--- src/rtl/adder_share_arbiter.sv ---
// adder_share_arbiter
// Round-robin front end that time-shares one combinational WIDTH-bit adder
// among NUM_REQ requesters. Each accepted operand triple is registered onto
// the adder inputs, held for SETTLE_CYC cycles, and the sampled sum, carry
// and signed overflow are returned with the owning requester ID.
//
// Optional build macro ADDER_SHARE_ARBITER_OVF_CNT_EN adds a 16-bit
// saturating count (ovf_count) of completed responses that overflowed.

module adder_share_arbiter #(
    parameter int NUM_REQ    = 4,
    parameter int WIDTH      = 32,
    parameter int SETTLE_CYC = 1
) (
    input  logic                       clk,
    input  logic                       rst_n,
    input  logic [NUM_REQ-1:0]         req_valid,
    output logic [NUM_REQ-1:0]         req_ready,
    input  logic [NUM_REQ*WIDTH-1:0]   req_a,
    input  logic [NUM_REQ*WIDTH-1:0]   req_b,
    input  logic [NUM_REQ-1:0]         req_cin,
    output logic [WIDTH-1:0]           add_a,
    output logic [WIDTH-1:0]           add_b,
    output logic                       add_cin,
    input  logic [WIDTH-1:0]           add_sum,
    input  logic                       add_cout,
    output logic                       rsp_valid,
    input  logic                       rsp_ready,
    output logic [$clog2(NUM_REQ)-1:0] rsp_id,
    output logic [WIDTH-1:0]           rsp_sum,
    output logic                       rsp_cout,
    output logic                       rsp_ovf,
    output logic                       busy
`ifdef ADDER_SHARE_ARBITER_OVF_CNT_EN
    ,
    output logic [15:0]                ovf_count
`endif
);

    localparam int ID_W  = $clog2(NUM_REQ);
    localparam int CNT_W = 4;

    typedef enum logic [1:0] {
        IDLE = 2'd0,
        EXEC = 2'd1,
        RESP = 2'd2
    } state_t;

    state_t            state;
    logic [ID_W-1:0]   last_grant;
    logic [CNT_W-1:0]  settle_cnt;

    logic              grant_found;
    logic [ID_W-1:0]   grant_idx;
    logic [WIDTH-1:0]  sel_a;
    logic [WIDTH-1:0]  sel_b;
    logic              sel_cin;

    // Round-robin search starting one past the last grant, wrapping at NUM_REQ.
    always_comb begin
        logic [ID_W:0] cand;
        // NOTE: every combinationally assigned variable gets a default first so no latch is inferred.
        grant_found = 1'b0;
        grant_idx   = '0;
        cand        = '0;
        for (int off = 1; off <= NUM_REQ; off++) begin
            cand = {1'b0, last_grant} + (ID_W+1)'(off);
            if (cand >= (ID_W+1)'(NUM_REQ)) begin
                cand = cand - (ID_W+1)'(NUM_REQ);
            end
            if (!grant_found && req_valid[cand[ID_W-1:0]]) begin
                grant_found = 1'b1;
                grant_idx   = cand[ID_W-1:0];
            end
        end
    end

    // Operand mux for the winning requester, plus the one-hot ready.
    // Ready is also gated by rst_n so nobody sees a handshake while the block is held in reset.
    always_comb begin
        sel_a     = '0;
        sel_b     = '0;
        sel_cin   = 1'b0;
        req_ready = '0;
        for (int i = 0; i < NUM_REQ; i++) begin
            if (grant_idx == ID_W'(i)) begin
                sel_a   = req_a[i*WIDTH +: WIDTH];
                sel_b   = req_b[i*WIDTH +: WIDTH];
                sel_cin = req_cin[i];
            end
        end
        if (rst_n && (state == IDLE) && grant_found) begin
            req_ready[grant_idx] = 1'b1;
        end
    end

    assign busy = (state != IDLE);

    // Control FSM: accept one request, hold the adder inputs, sample, then wait for the consumer.
    always_ff @(posedge clk or negedge rst_n) begin
        if (!rst_n) begin
            state      <= IDLE;
            last_grant <= ID_W'(NUM_REQ - 1);
            settle_cnt <= '0;
            add_a      <= '0;
            add_b      <= '0;
            add_cin    <= 1'b0;
            rsp_valid  <= 1'b0;
            rsp_id     <= '0;
            rsp_sum    <= '0;
            rsp_cout   <= 1'b0;
            rsp_ovf    <= 1'b0;
        end else begin
            // NOTE: sequential state uses non-blocking assignments so every flop samples pre-edge values.
            case (state)
                IDLE: begin
                    if (grant_found) begin
                        add_a      <= sel_a;
                        add_b      <= sel_b;
                        add_cin    <= sel_cin;
                        last_grant <= grant_idx;
                        settle_cnt <= CNT_W'(SETTLE_CYC);
                        state      <= EXEC;
                    end
                end
                EXEC: begin
                    settle_cnt <= settle_cnt - 1'b1;
                    if (settle_cnt == CNT_W'(1)) begin
                        rsp_sum   <= add_sum;
                        rsp_cout  <= add_cout;
                        rsp_ovf   <= (add_a[WIDTH-1] == add_b[WIDTH-1]) &&
                                     (add_sum[WIDTH-1] != add_a[WIDTH-1]);
                        rsp_id    <= last_grant;
                        rsp_valid <= 1'b1;
                        state     <= RESP;
                    end
                end
                RESP: begin
                    if (rsp_ready) begin
                        rsp_valid <= 1'b0;
                        state     <= IDLE;
                    end
                end
                default: begin
                    state <= IDLE;
                end
            endcase
        end
    end

`ifdef ADDER_SHARE_ARBITER_OVF_CNT_EN
    // Saturating count of completed responses that reported signed overflow.
    always_ff @(posedge clk or negedge rst_n) begin
        if (!rst_n) begin
            ovf_count <= '0;
        end else if (rsp_valid && rsp_ready && rsp_ovf && (ovf_count != 16'hFFFF)) begin
            ovf_count <= ovf_count + 16'd1;
        end
    end
`endif

endmodule
--- config.mk ---
export PLATFORM = sky130hd
export DESIGN_NAME = adder_share_arbiter
export DESIGN_NICKNAME = d
export VERILOG_FILES = /design/src/rtl/adder_share_arbiter.sv
export SDC_FILE = /design/constraint.sdc
export NUM_CORES = 1
export LEC_CHECK = 0
export CAP_MARGIN = 15
export CORE_AREA = 4 4 158 160
export DETAILED_ROUTE_END_ITERATION = 16
export DIE_AREA = 0 0 162 164
export GPL_TIMING_DRIVEN = 0
export RECOVER_POWER = 100
export SLEW_MARGIN = 20
export SYNTH_ARGS = -nofsm -noshare
export SYNTH_HDL_FRONTEND = slang
export SYNTH_SLANG_ARGS = --single-unit
--- constraint.sdc ---
create_clock -name clk -period 5.2 [get_ports clk]
set_input_delay 0.52 -clock clk [delete_from_list [all_inputs] [get_ports clk]]
set_output_delay 0.52 -clock clk [all_outputs]
set_load 0.01 [all_outputs]
== Word-level counts from Yosys, hierarchy flattened ==
Index checks and enable logic that the tools add are counted.
Operators by class
  add/sub/neg operators: 9
  order comparisons: 10
  equality and inequality tests: 11
  multiplexer cells: 44
  reductions and logical operators: 20
Operators with widths (number)
  two-way mux 32 bit: 8
  two-way mux 2 bit: 11
  less-than comparator 2 x 3 -> 1 bit, second input constant: 5
  two-way mux 1 bit: 15
  greater-or-equal comparator 3 bit, second input constant: 4
  binary-select mux 1 bit (select 2 bit): 4
  two-way mux 4 bit: 2
  case mux 4 bit (2 select lines): 1
  subtractor 2 x 1 -> 2 bit, second input constant: 4
  logical AND 1 bit: 7
  adder 2 x 2 -> 3 bit, second input constant: 2
  == test 2 bit, second input constant: 3
  != test 2 bit, second input constant: 3
  case mux 2 bit (3 select lines): 1
  AND reduction 2 bit: 3
  AND reduction 3 bit: 2
  nonzero test 2 bit: 3
  == test 2 x 1 -> 1 bit, second input constant: 2
  == test 4 x 1 -> 1 bit, second input constant: 1
  logical NOT 2 bit: 2
  subtractor 4 x 1 -> 4 bit, second input constant: 1
  adder 2 x 1 -> 3 bit, second input constant: 1
  adder 2 x 3 -> 3 bit, second input constant: 1
  logical NOT 1 bit: 3
  5 further kinds: 5
Word-level totals
  register bits after elaboration: 110
  output and inout port bits: 107

== Depth between registers and ports, before layout ==
Gate-level depths: netlist of run 1.
  depth after elaboration: 20
  mapped depth: 8

== Least setup slack after synthesis of run 1 ==
Ideal clock, no wire load.
  path type: reg-to-output
  start point: register last_grant[1]
  end point: output port req_ready[0]
  data arrival time: 1.714 ns
  data required time: 4.680 ns
  slack: 2.966 ns
  cell stages (with the launch flop): 8
  buffers on the path: 3
  cells stage by stage: dfstp_2 > mux2i_1 > o22ai_2 > or2_1 > buf_4 > buf_8 > buf_6 > nor2_1
On the way
  word-level cells in the longest chain between the ends: 20
  elaborated cells on any way between the ends: 45
  classes of those cells: 8 x add/sub; 6 x order compare; 23 x mux; 8 x reduce/logical
Ends and longest elaborated chain
  start, declared: line 50  | logic [ID_W-1:0] last_grant;
  start signal, assigned: line 103  | last_grant <= ID_W'(NUM_REQ - 1);
  start signal, assigned: line 121  | last_grant <= grant_idx;
  adder 2 x 1 -> 3 bit: line 67  | cand = {1'b0, last_grant} + (ID_W+1)'(off);
  greater-or-equal comparator 3 bit or subtractor 2 x 1 -> 2 bit (tied branches): line 68, 69
  two-way mux 2 bit: line 68  | if (cand >= (ID_W+1)'(NUM_REQ)) begin
  binary-select mux 1 bit (select 2 bit): line 71  | if (!grant_found && req_valid[cand[ID_W-1:0]]) begin
  two-way mux 1 bit (not written as such): line 71
  two-way mux 1 bit: line 71
  logical NOT 1 bit: line 71
  logical AND 1 bit: line 71
  (+4 left out)
  logical NOT 1 bit: line 71
  logical AND 1 bit: line 71
  two-way mux 2 bit: line 71
  less-than comparator 2 x 3 -> 1 bit (not written as such) or greater-or-equal comparator 2 x 1 -> 1 bit (tied branches): line 93  | req_ready[grant_idx] = 1'b1;
  logical AND 1 bit (not written as such): line 93
  two-way mux 1 bit (not written as such): line 93
  demux 1 bit (select 2 bit): line 93
  two-way mux 4 bit *: line 92  | if (rst_n && (state == IDLE) && grant_found) begin
  end, declared: line 18  | output logic [NUM_REQ-1:0] req_ready,
Mark *: on every way between the ends. The rest lies on a longest branch, timed or not. The select of a mux whose other input is x is not followed.

== Worst setup path in the final report of run 1 ==
  start point: input port req_valid[1]
  end point: register add_b[28]
On the way
  word-level cells in the longest chain between the ends: 17
  elaborated cells on any way between the ends: 31
  classes of those cells: 3 x eq/ne; 20 x mux; 8 x reduce/logical
Ends and longest elaborated chain
  start, declared: line 17  | input logic [NUM_REQ-1:0] req_valid,
  binary-select mux 1 bit (select 2 bit): line 71
  two-way mux 1 bit (not written as such): line 71
  two-way mux 1 bit: line 71
  logical NOT 1 bit: line 71
  logical AND 1 bit: line 71
  two-way mux 1 bit: line 71
  logical NOT 1 bit: line 71
  logical AND 1 bit: line 71
  two-way mux 1 bit: line 71
  logical NOT 1 bit: line 71
  logical AND 1 bit: line 71
  two-way mux 2 bit: line 71
  logical NOT 2 bit: line 86  | if (grant_idx == ID_W'(i)) begin
  two-way mux 32 bit (4 in series): line 86
  end signal, assigned: line 119  | add_b <= sel_b;
  end, declared: line 23  | output logic [WIDTH-1:0] add_b,
Several ways; a longest one is shown, not always the timed one. The select of a mux whose other input is x is not followed.
A chain may end at the register's enable or synchronous reset.

==> results of run 1 <==
-- layer usage --
metal	wire, um	part of all wire	vias up
met2	14500	0.49	278
met5	13	0.00044	-
li1	-	-	3138
met4	546	0.019	2
met1	12000	0.41	3123
met3	2280	0.078	31
-- stage by stage --
step           TNS [ns]  area [sq um]  cells  setup WS, ns  power, mW
2_1_floorplan         0          6680    622          2.97       3.42
3_3_place_gp    -146.23         11100   1347         -1.75       5.10
3_5_place_dp          0         11200   1348          1.54       5.13
4_1_cts               0         11500   1363          1.52       5.90
5_1_grt               0         11300   1363         0.675       5.90
6_report              0         11300   1363         0.917       5.51
-- cells by family after synthesis --
logic type	count (synthesis)	synth area share
adder cells (fa/ha/maj)	2	0.00375
AO/OA/AOI/OAI	149	0.223
flip-flops	110	0.413
XOR/XNOR	1	0.00131
multiplexers	101	0.158
AND/OR/NAND/NOR	199	0.148
buffers and inverters	60	0.0540
-- critical path: cells and delay by family --
kind | cells | cell delay [ns]
buf+inv | 2 | 1.32
compound gates | 5 | 2.69
-- cell usage in the layout (no fill, tap or decap), drive strengths merged, types with 2 or more instances in the layout --
cell | synthesis | layout
buf | 39 | 27
o21ai | 8 | 8
clkinv | 0 | 2
ha | 2 | 2
nand2 | 33 | 33
dfrtp | 108 | 108
nor2 | 81 | 81
nor3b | 38 | 38
clkdlybuf4s50 | 0 | 298
mux2i | 66 | 66
dlygate4sd3 | 0 | 107
nand3 | 3 | 3
a21oi | 6 | 6
mux2 | 35 | 35
or2 | 3 | 3
dfstp | 2 | 2
a211oi | 130 | 130
nand2b | 4 | 4
a21o | 2 | 2
clkbuf | 17 | 40
nor3 | 31 | 31
nor2b | 2 | 2
inv | 4 | 7
-- where the power goes --
group	internal, mW	leakage, nW	switching (mW)
Combinational	1.51	2.96	1.72
Sequential	1.30	1.25	0.226
Clock	0.383	0.150	0.367
Total	3.19	4.36	2.32
-- registers in the layout, summed over array words and instances, names as in the netlist --
signal      count
rsp_ovf         1
state           2
add_b          32
rsp_id          2
rsp_valid       1
add_cin         1
rsp_cout        1
add_a          32
rsp_sum        32
last_grant      2
settle_cnt      4
-- final timing paths --
check                                    from           to  slack [ns]  depth (start not counted)
worst max-delay path             req_valid[1]    add_b[28]        0.92                          7
worst min-delay path                    rst_n  rsp_sum[29]        0.10                          1
worst max register to register  last_grant[0]    add_b[28]        1.30                          6
worst min register to register    rsp_sum[29]  rsp_sum[29]        0.48                          1
max in group asynchronous               rst_n    add_a[29]        4.38                          2
min in group clk                  rsp_sum[29]  rsp_sum[29]        0.48                          1
-- area by class of cell --
| type | count | area [sq um] |
|---|---|---|
| Fill cell | 2321 | 12100 |
| Sequential cell | 110 | 2760 |
| Multi-Input combinational cell | 452 | 3400 |
| Tap cell | 319 | 399 |
| Clock inverter | 6 | 78.8 |
| Clock buffer | 9 | 225 |
| Timing Repair Buffer | 407 | 4090 |
| Inverter | 4 | 15.0 |
| Buffer | 56 | 303 |
-- synth_stat cells (all sizes together) (3+ instances only) --
master and count:
nand2 33, dfrtp 108, nand2b 4, or2 3
buf 39, nand3 3, clkbuf 17, mux2i 66
nor2 81, mux2 35, inv 4, a21oi 6
o21ai 8, a211oi 130, nor3 31, nor3b 38
==> results by group, run 1 <==
Status
  • Status: finished, violations left
  • Failing checks: max-capacitance violations, max-slew violations

Cells and area
  • Share of post-route cells with drive strength above 1: 0.0900
  • Inserted Diodes: 0
  • Fin nets: 1,342
  • Syn-to-layout area delta: 68.7%
  • Final core utilization: 0.481

Clock tree
  • Register clock-pin slew on the reported worst setup and hold paths: 0.08 ns
  • H-tree levels: 3
  • CTS tree: built
  • Num Clock Sinks: 110
  • Root Driver: clkbuf_16
  • Num CTS Buffers: 9
  • Cts repair resizes: 0
  • CTS hold repair buffers: 0
  • Max clock buf depth: 2
  • Postcts setup bufs: 0
  • Worst-skew pair later-pin latency: 0.36 ns

Route
  • DRT iter0 DRCs: 229
  • Drt wl/cell: 21.5 um
  • Post-route antenna net violation count: 0
  • Via density per instance: 4.82
  • Routed WL: 29,300 um
  • Residual DRC: 0
  • Routed via count: 6,572
  • Drt pass-1 iters: 4

Pwr
  • Lkg Pwr: 4.36 nW
  • PwrDens: 489 nW/um^2
  • VDD IR max: 0.000174 V

Setup path
  • CP Capture Type: flop
  • Worst path arrival time: 4.55 ns
  • Peak fanout along the critical path: 10
  • Critical path launch point type: primary input
  • CP Class: in -> reg
  • Max incr delay on CP: 1.99 ns
  • Slowest cell on crit path: o31ai_1
  • Worst EP required: 5.46 ns
  • Worst path cell trace: dlygate4sd3_1 -> o21ai_0 -> a21oi_1 -> o31ai_1 -> clkbuf_1 -> a211oi_2 -> a211oi_1

Global route
  • Grt peak-use layer: met2
  • Grt ovf: 0
  • Grt met1 use: 0.254
  • Largest net degree at the start of global routing: 63
  • GR Util All Layers: 0.212
  • M2 GR Usage: 0.377
  • First-pass GRT wire length: 42,500 um
  • Met3 GRT Util: 0.0522
  • Vias in the first global route: 6,881
  • Initial antenna violation count: 1

Floorplanning
  • Die area: 26,600 sq um
  • Die width: 162 um
  • Top-Level Pins: 407
  • Row cnt: 56
  • Core area: 23,400 sq um
  • Initial Utilization: 0.285
  • Height of the die: 164 um

Timing
  • Final setup violation count: 0
  • Skew final: 0.0110 ns
  • Fin. Hold Viols: 0
  • Period Utilization, post-route: 0.824
  • Slew HR: -0.711
  • RSZ-0062 raised after global routing: no
  • Slew Limit Fails: 11
  • Max Freq: 233 MHz
  • Hold WS: 0.101 ns
  • Worst-Margin Slew: 2.54 ns
  • Tmin final: 4.28 ns

Yosys
  • Yosys top cell area share: 0.405
  • EDFF count, synth: 0
  • Register area share after synthesis: 0.413
  • Yosys top cell by area: dfrtp_1
  • Synthesized instance count: 622
  • Post-synthesis average cell area: 10.7 sq um
  • Syn Nets: 924
  • Yosys warnings: 0
  • Top FF cell, synth: dfrtp_1
  • Mapped Area: 6680 sq um
  • Library cells used by synthesis: 38
  • Dominant cells by area after synthesis: dfrtp_1, a211oi_2, mux2i_1
  • Register bit total from synthesis: 110
  • Asr flop ratio synth: 1.00

Placement
  • Hpwl dp: 23,200 um
  • IO buf count: 406
  • GPL Wtd Cong: 0.796

Worst hold path
  • Hold WC Path Type: in -> async

Job
  • MaxCap Viol Count: 1
Note: power is estimated with default switching activity, not from simulation.
==> run 2: changes to the inputs <==
CORE_AREA = 4 4 154 156   (was 4 4 158 160)
DIE_AREA = 0 0 158 160   (was 0 0 162 164)
PLACE_DENSITY = 0.69   (was default)
clock period = 3.92 ns   (was 5.2 ns; I/O delays follow)
==> run 2 against run 1 <==
Compared with the run above:
- power rose by 32%
- die area is 4.8% lower
- the flow still finishes with violations (max-capacitance violations, max-slew violations)
- global-route usage rose by 0.64 points
- largest power group unchanged
- sequential cell count is the same
==> results by group, run 2 (synthesized netlist as in run 1, its figures left out) <==
Status
  • Status: finished, violations left
  • Failing checks: max-capacitance violations, max-slew violations

Timing
  • Hold WS: 0.485 ns
  • Fin. Hold Viols: 0
  • Tmin final: 3.55 ns
  • Slew Limit Fails: 74
  • Slew HR: -0.288
  • Final setup violation count: 0
  • Max Freq: 282 MHz
  • RSZ-0062 raised after global routing: no
  • Period Utilization, post-route: 0.905
  • Skew final: 0.0116 ns
  • Worst-Margin Slew: 1.93 ns

Cells and area
  • Fillcell total: 2,166
  • Syn-to-layout area delta: 67.8%
  • Most frequent cells in the layout: clkdlybuf4s50_1, dfrtp_1, dlygate4sd3_1
  • Share of post-route cells with drive strength above 1: 0.0889
  • Area of the multi-input gates: 3400 sq um
  • Biggest regs: add_a (32), add_b (32), rsp_sum (32)
  • Fin nets: 1,343
  • Inserted Diodes: 0
  • Design area: 11,200 sq um
  • Reg area: 2760 sq um
  • Most common cell after layout, fill and taps aside: clkdlybuf4s50_1

Setup path
  • CP endpoint: req_ready[1]
  • Worst r2r path cells: 7
  • Worst setup path startpoint: req_valid[1]
  • Worst path cell trace: dlygate4sd3_1 -> nand2b_1 -> o22ai_1 -> clkbuf_2 -> clkbuf_1 -> nor2_1 -> nor2_1 -> clkdlybuf4s50_1
  • Worst r2r dst: add_b[0]
  • Worst path arrival time: 3.15 ns
  • Max incr delay on CP: 0.66 ns
  • Worst Path Buf+Inv: 4
  • Critical path launch point type: primary input
  • R2R Path Start: last_grant[1]
  • CP Class: in -> out
  • Top delay family on crit path: buffers and inverters
  • Slowest cell on crit path: dlygate4sd3_1
  • Crit. path cell count: 8
  • Peak fanout along the critical path: 10
  • CP Capture Type: output port
  • Worst EP required: 3.53 ns
  • Worst reg2reg setup slack: 0.63 ns
  • CP most frequent cell: nor2_1

Clock tree
  • Root Driver: clkbuf_16
  • Num Clock Sinks: 110
  • H-tree levels: 3
  • Worst-skew pair later-pin latency: 0.36 ns
  • Max clock buf depth: 2
  • Num CTS Buffers: 9
  • CTS tree: built
  • Register clock-pin slew on the reported worst setup and hold paths: 0.09 ns

Pwr
  • VDD IR max: 0.000266 V
  • Tot Pwr: 7.25 mW
  • Combinational share of power: 0.588
  • Lkg Pwr: 4.34 nW
  • Pint: 4.18 mW
  • Clock share of power: 0.130
  • PwrDens: 648 nW/um^2
  • Sw Pwr: 3.08 mW
  • Part of the power in registers: 0.282
  • Switching share of power: 0.424

Floorplanning
  • Core area: 22,400 sq um
  • Top-Level Pins: 407
  • Die area: 25,300 sq um
  • Height of the die: 160 um
  • Initial Utilization: 0.299
  • Die width: 158 um
  • Row cnt: 55

Placement
  • Post-DP Area: 11,100 sq um
  • Hpwl dp: 23,000 um
  • GPL Wtd Cong: 0.828
  • IO buf count: 406

Route
  • Drt wl/cell: 21.7 um
  • Drt pass-1 iters: 4
  • Routed WL: 28,900 um
  • Via density per instance: 4.99
  • Residual DRC: 0
  • Routed via count: 6,639
  • Post-route antenna net violation count: 0
  • DRT iter0 DRCs: 251

Global route
  • First-pass GRT wire length: 41,900 um
  • Largest net degree at the start of global routing: 74
  • Initial antenna violation count: 0
  • Grt ovf: 0
  • Vias in the first global route: 7,022
  • GR Util All Layers: 0.218

Job
  • MaxCap Viol Count: 2

Worst hold path
  • Hold WC Path Type: in -> async
-- run 2: cell count changes in the layout (fill, tap and decap cells not counted), sizes merged --
cell	before	now
clkbuf	40	43
buf	27	25
clkdlybuf4s50	298	300
inv	7	9
bufinv	1	0
clkinv	2	1
dlygate4sd3	107	106
-- run 2: worst reg2reg max path: cells and delay by family (launching register included) --
family | cells | cell delay [ns]
AO/OA/AOI/OAI | 2 | 0.34
buffers and inverters | 2 | 0.77
multiplexers | 1 | 0.21
flip-flops | 1 | 0.67
AND/OR/NAND/NOR | 2 | 1.14
-- run 2: final cells by class --
type                       count  share of cell area
buffer                        56              0.0274
clock buffer                  10              0.0204
clock inverter                 6             0.00558
inverter                       4             0.00134
multi-input combinational    452               0.303
sequential                   110               0.246
tap                          285              0.0318
timing repair buffer         408               0.364
-- run 2: what timing repair did --
item                                   4_1_cts  5_1_grt
endpoints found under the hold margin       37        0
buffers inserted                             0        0
setup endpoints to repair                    0        0
hold buffers                                 1        0
resized for setup                            0        0
-- run 2: worst min path at each step --
stage	to	cells past startpoint	from	slack, ns
after floorplan	add_a[0]	0	rst_n	0.1
after global placement	rsp_sum[28]	1	rsp_sum[28]	0.47
after detailed placement	add_a[20]	1	rst_n	0.34
after CTS	rsp_sum[18]	1	rsp_sum[18]	0.49
after global routing	rsp_cout	1	rsp_cout	0.50
final	add_a[20]	2	rst_n	0.49
-- run 2: routing by layer --
layer / global-route usage / wire (um) / share of wire / vias up
li1: - / - / - / 3147
met1: 0.255 / 11300 / 0.39 / 3155
met2: 0.390 / 14600 / 0.51 / 299
met3: 0.0569 / 2390 / 0.083 / 38
met4: 0.0613 / 590 / 0.020 / 0
met5: 0 / 0 / 0 / -
-- run 2: through the flow --
stage | util | worst slack [ns] | setup TNS, ns | cells
2_1_floorplan | - | 1.81 | 0 | 622
3_3_place_gp | 0.496 | -2.70 | -268.43 | 1313
3_5_place_dp | 0.497 | 0.525 | 0 | 1314
4_1_cts | 0.511 | 0.504 | 0 | 1331
5_1_grt | 0.501 | 0.192 | 0 | 1331
6_report | 0.501 | 0.373 | 0 | 1331
-- run 2: power groups by stage --
stage | Combinational, mW | Clock, mW | Sequential (mW)
3_5_place_dp | 4.71 | 0 | 2.09
2_1_floorplan | 2.25 | 0 | 2.29
6_report | 4.27 | 0.943 | 2.04
5_1_grt | 4.63 | 1.02 | 2.11
3_3_place_gp | 4.65 | 0 | 2.06
4_1_cts | 4.71 | 0.970 | 2.07
==> run 3: changes to the inputs <==
PLACE_DENSITY = default   (was 0.69)
PLACE_DENSITY_LB_ADDON = 0.08   (was default)
==> run 3 against run 2 <==
Compared with the run above:
- setup slack improved by 0.12 ns
- clock-buffer cell count unchanged
- non-clock buffer count unchanged
- power decreased by 0.94%
- wire length decreased by 6.0%
- fmax increased by 3.5%
- cell count unchanged
- sequential share of layout area decreased by 0.11 points
- clock skew increased by 0.00059 ns
- the flow still finishes with violations (max-capacitance violations, max-slew violations)
- sequential cell count unchanged
- critical endpoint is now add_a[16]
- global-route usage decreased by 1.3 points
==> results by group, run 3 (synthesized netlist as in run 1, its figures left out) <==
Floorplanning
  • Row cnt: 55
  • Top-Level Pins: 407
  • Core area: 22,400 sq um
  • Height of the die: 160 um
  • Die width: 158 um
  • Initial Utilization: 0.299
  • Die area: 25,300 sq um

Pwr
  • PwrDens: 639 nW/um^2
  • Lkg Pwr: 4.37 nW
  • Pint: 4.20 mW
  • Combinational share of power: 0.586
  • Clock share of power: 0.131
  • VDD IR max: 0.000295 V
  • Part of the power in registers: 0.282
  • Switching share of power: 0.416
  • Sw Pwr: 2.99 mW

Route
  • DRT iter0 DRCs: 230
  • Post-route antenna net violation count: 0
  • Drt wl/cell: 20.4 um
  • Via density per instance: 4.86
  • Residual DRC: 0
  • Drt pass-1 iters: 4
  • Routed WL: 27,200 um
  • Routed via count: 6,475

Setup path
  • Worst r2r dst: add_a[16]
  • Worst Path Buf+Inv: 2
  • Worst path cell trace: clkdlybuf4s50_1 -> o21ai_0 -> a21oi_1 -> o31ai_1 -> buf_6 -> a211oi_2 -> a211oi_1
  • Slowest cell on crit path: o31ai_1
  • R2R Path Start: last_grant[0]
  • Worst setup path startpoint: req_valid[1]
  • CP Capture Type: flop
  • Max incr delay on CP: 1.83 ns
  • CP Class: in -> reg
  • Peak fanout along the critical path: 10
  • Top delay family on crit path: compound AO/OA/AOI/OAI gates
  • Worst r2r path cells: 6
  • Worst EP required: 4.18 ns
  • Worst path arrival time: 3.68 ns
  • Critical path launch point type: primary input
  • CP endpoint: add_a[16]
  • Worst reg2reg setup slack: 0.59 ns
  • Crit. path cell count: 7

Global route
  • GR Util All Layers: 0.205
  • Initial antenna violation count: 0
  • Grt ovf: 0
  • First-pass GRT wire length: 39,900 um
  • Largest net degree at the start of global routing: 71
  • Vias in the first global route: 6,713

Timing
  • Worst-Margin Slew: 2.32 ns
  • Slew Limit Fails: 11
  • Hold WS: 0.481 ns
  • Final setup violation count: 0
  • Slew HR: -0.560
  • Tmin final: 3.43 ns
  • RSZ-0062 raised after global routing: no
  • Period Utilization, post-route: 0.874
  • Fin. Hold Viols: 0
  • Max Freq: 292 MHz
  • Skew final: 0.0121 ns

Clock tree
  • Worst-skew pair later-pin latency: 0.36 ns
  • Max clock buf depth: 2
  • Num CTS Buffers: 9
  • CTS tree: built
  • Num Clock Sinks: 110
  • H-tree levels: 3
  • Register clock-pin slew on the reported worst setup and hold paths: 0.09 ns
  • Root Driver: clkbuf_16

Placement
  • Post-DP Area: 11,100 sq um
  • Hpwl dp: 21,600 um
  • IO buf count: 406
  • GPL Wtd Cong: 0.835

Job
  • MaxCap Viol Count: 1

Cells and area
  • Share of post-route cells with drive strength above 1: 0.0927
  • Area of the multi-input gates: 3400 sq um
  • Most frequent cells in the layout: clkdlybuf4s50_1, dfrtp_1, dlygate4sd3_1
  • Fin nets: 1,343
  • Fillcell total: 2,085
  • Most common cell after layout, fill and taps aside: clkdlybuf4s50_1
  • Reg area: 2760 sq um
  • Biggest regs: add_a (32), add_b (32), rsp_sum (32)
  • Final core utilization: 0.503
  • Design area: 11,300 sq um
  • Syn-to-layout area delta: 68.5%
  • Inserted Diodes: 0

Worst hold path
  • Hold Path Origin: rsp_sum[5]
  • Hold WC Path Type: reg -> reg

Status
  • Failing checks: max-capacitance violations, max-slew violations
  • Status: finished, violations left
-- run 3: what timing repair did --
action	in CTS	in global routing
hold endpoints to repair	42	0
buffers inserted	0	0
endpoints found under the setup margin	0	0
gates resized for setup	0	0
hold buffers	1	0
-- run 3: metrics by stage --
step	cells	setup WS (ns)	power [mW]	TNS, ns
after detailed placement	1314	0.585	6.70	0
final	1331	0.494	7.19	0
after global placement	1313	-2.79	6.66	-278.56
after floorplan	622	1.81	4.53	0
after CTS	1331	0.584	7.68	0
after global routing	1331	0.197	7.71	0
-- run 3: worst min-delay path by stage --
| stage | to | slack (ns) | cells after the start |
|---|---|---|---|
| 6_report | rsp_sum[5] | 0.48 | 1 |
| 5_1_grt | rsp_sum[10] | 0.50 | 1 |
| 4_1_cts | rsp_sum[31] | 0.49 | 1 |
| 3_5_place_dp | rsp_sum[23] | 0.35 | 1 |
| 3_3_place_gp | rsp_sum[23] | 0.47 | 1 |
| 2_1_floorplan | add_a[0] | 0.1 | 0 |
-- run 3: routing by layer --
layer	vias up	GRT usage	wire, um
li1	3141	-	-
met1	3036	0.245	10800
met5	-	0	0
met2	275	0.361	13500
met4	0	0.0582	508
met3	23	0.0523	2290
-- run 3: final cells by class --
cell class                      instances  area share
Timing Repair Buffer                  408       0.365
Multi-Input combinational cell        452       0.302
Sequential cell                       110       0.245
Tap cell                              285      0.0317
Buffer                                 56      0.0289
Clock buffer                           10      0.0203
Clock inverter                          6     0.00578
Inverter                                4     0.00133
-- run 3: power groups by stage --
stage,sequential (mW),clock (mW),combinational [mW]
final,2.03,0.944,4.21
after global routing,2.11,1.02,4.59
after CTS,2.07,0.980,4.63
after detailed placement,2.08,0,4.62
after global placement,2.06,0,4.60
after floorplan,2.29,0,2.25
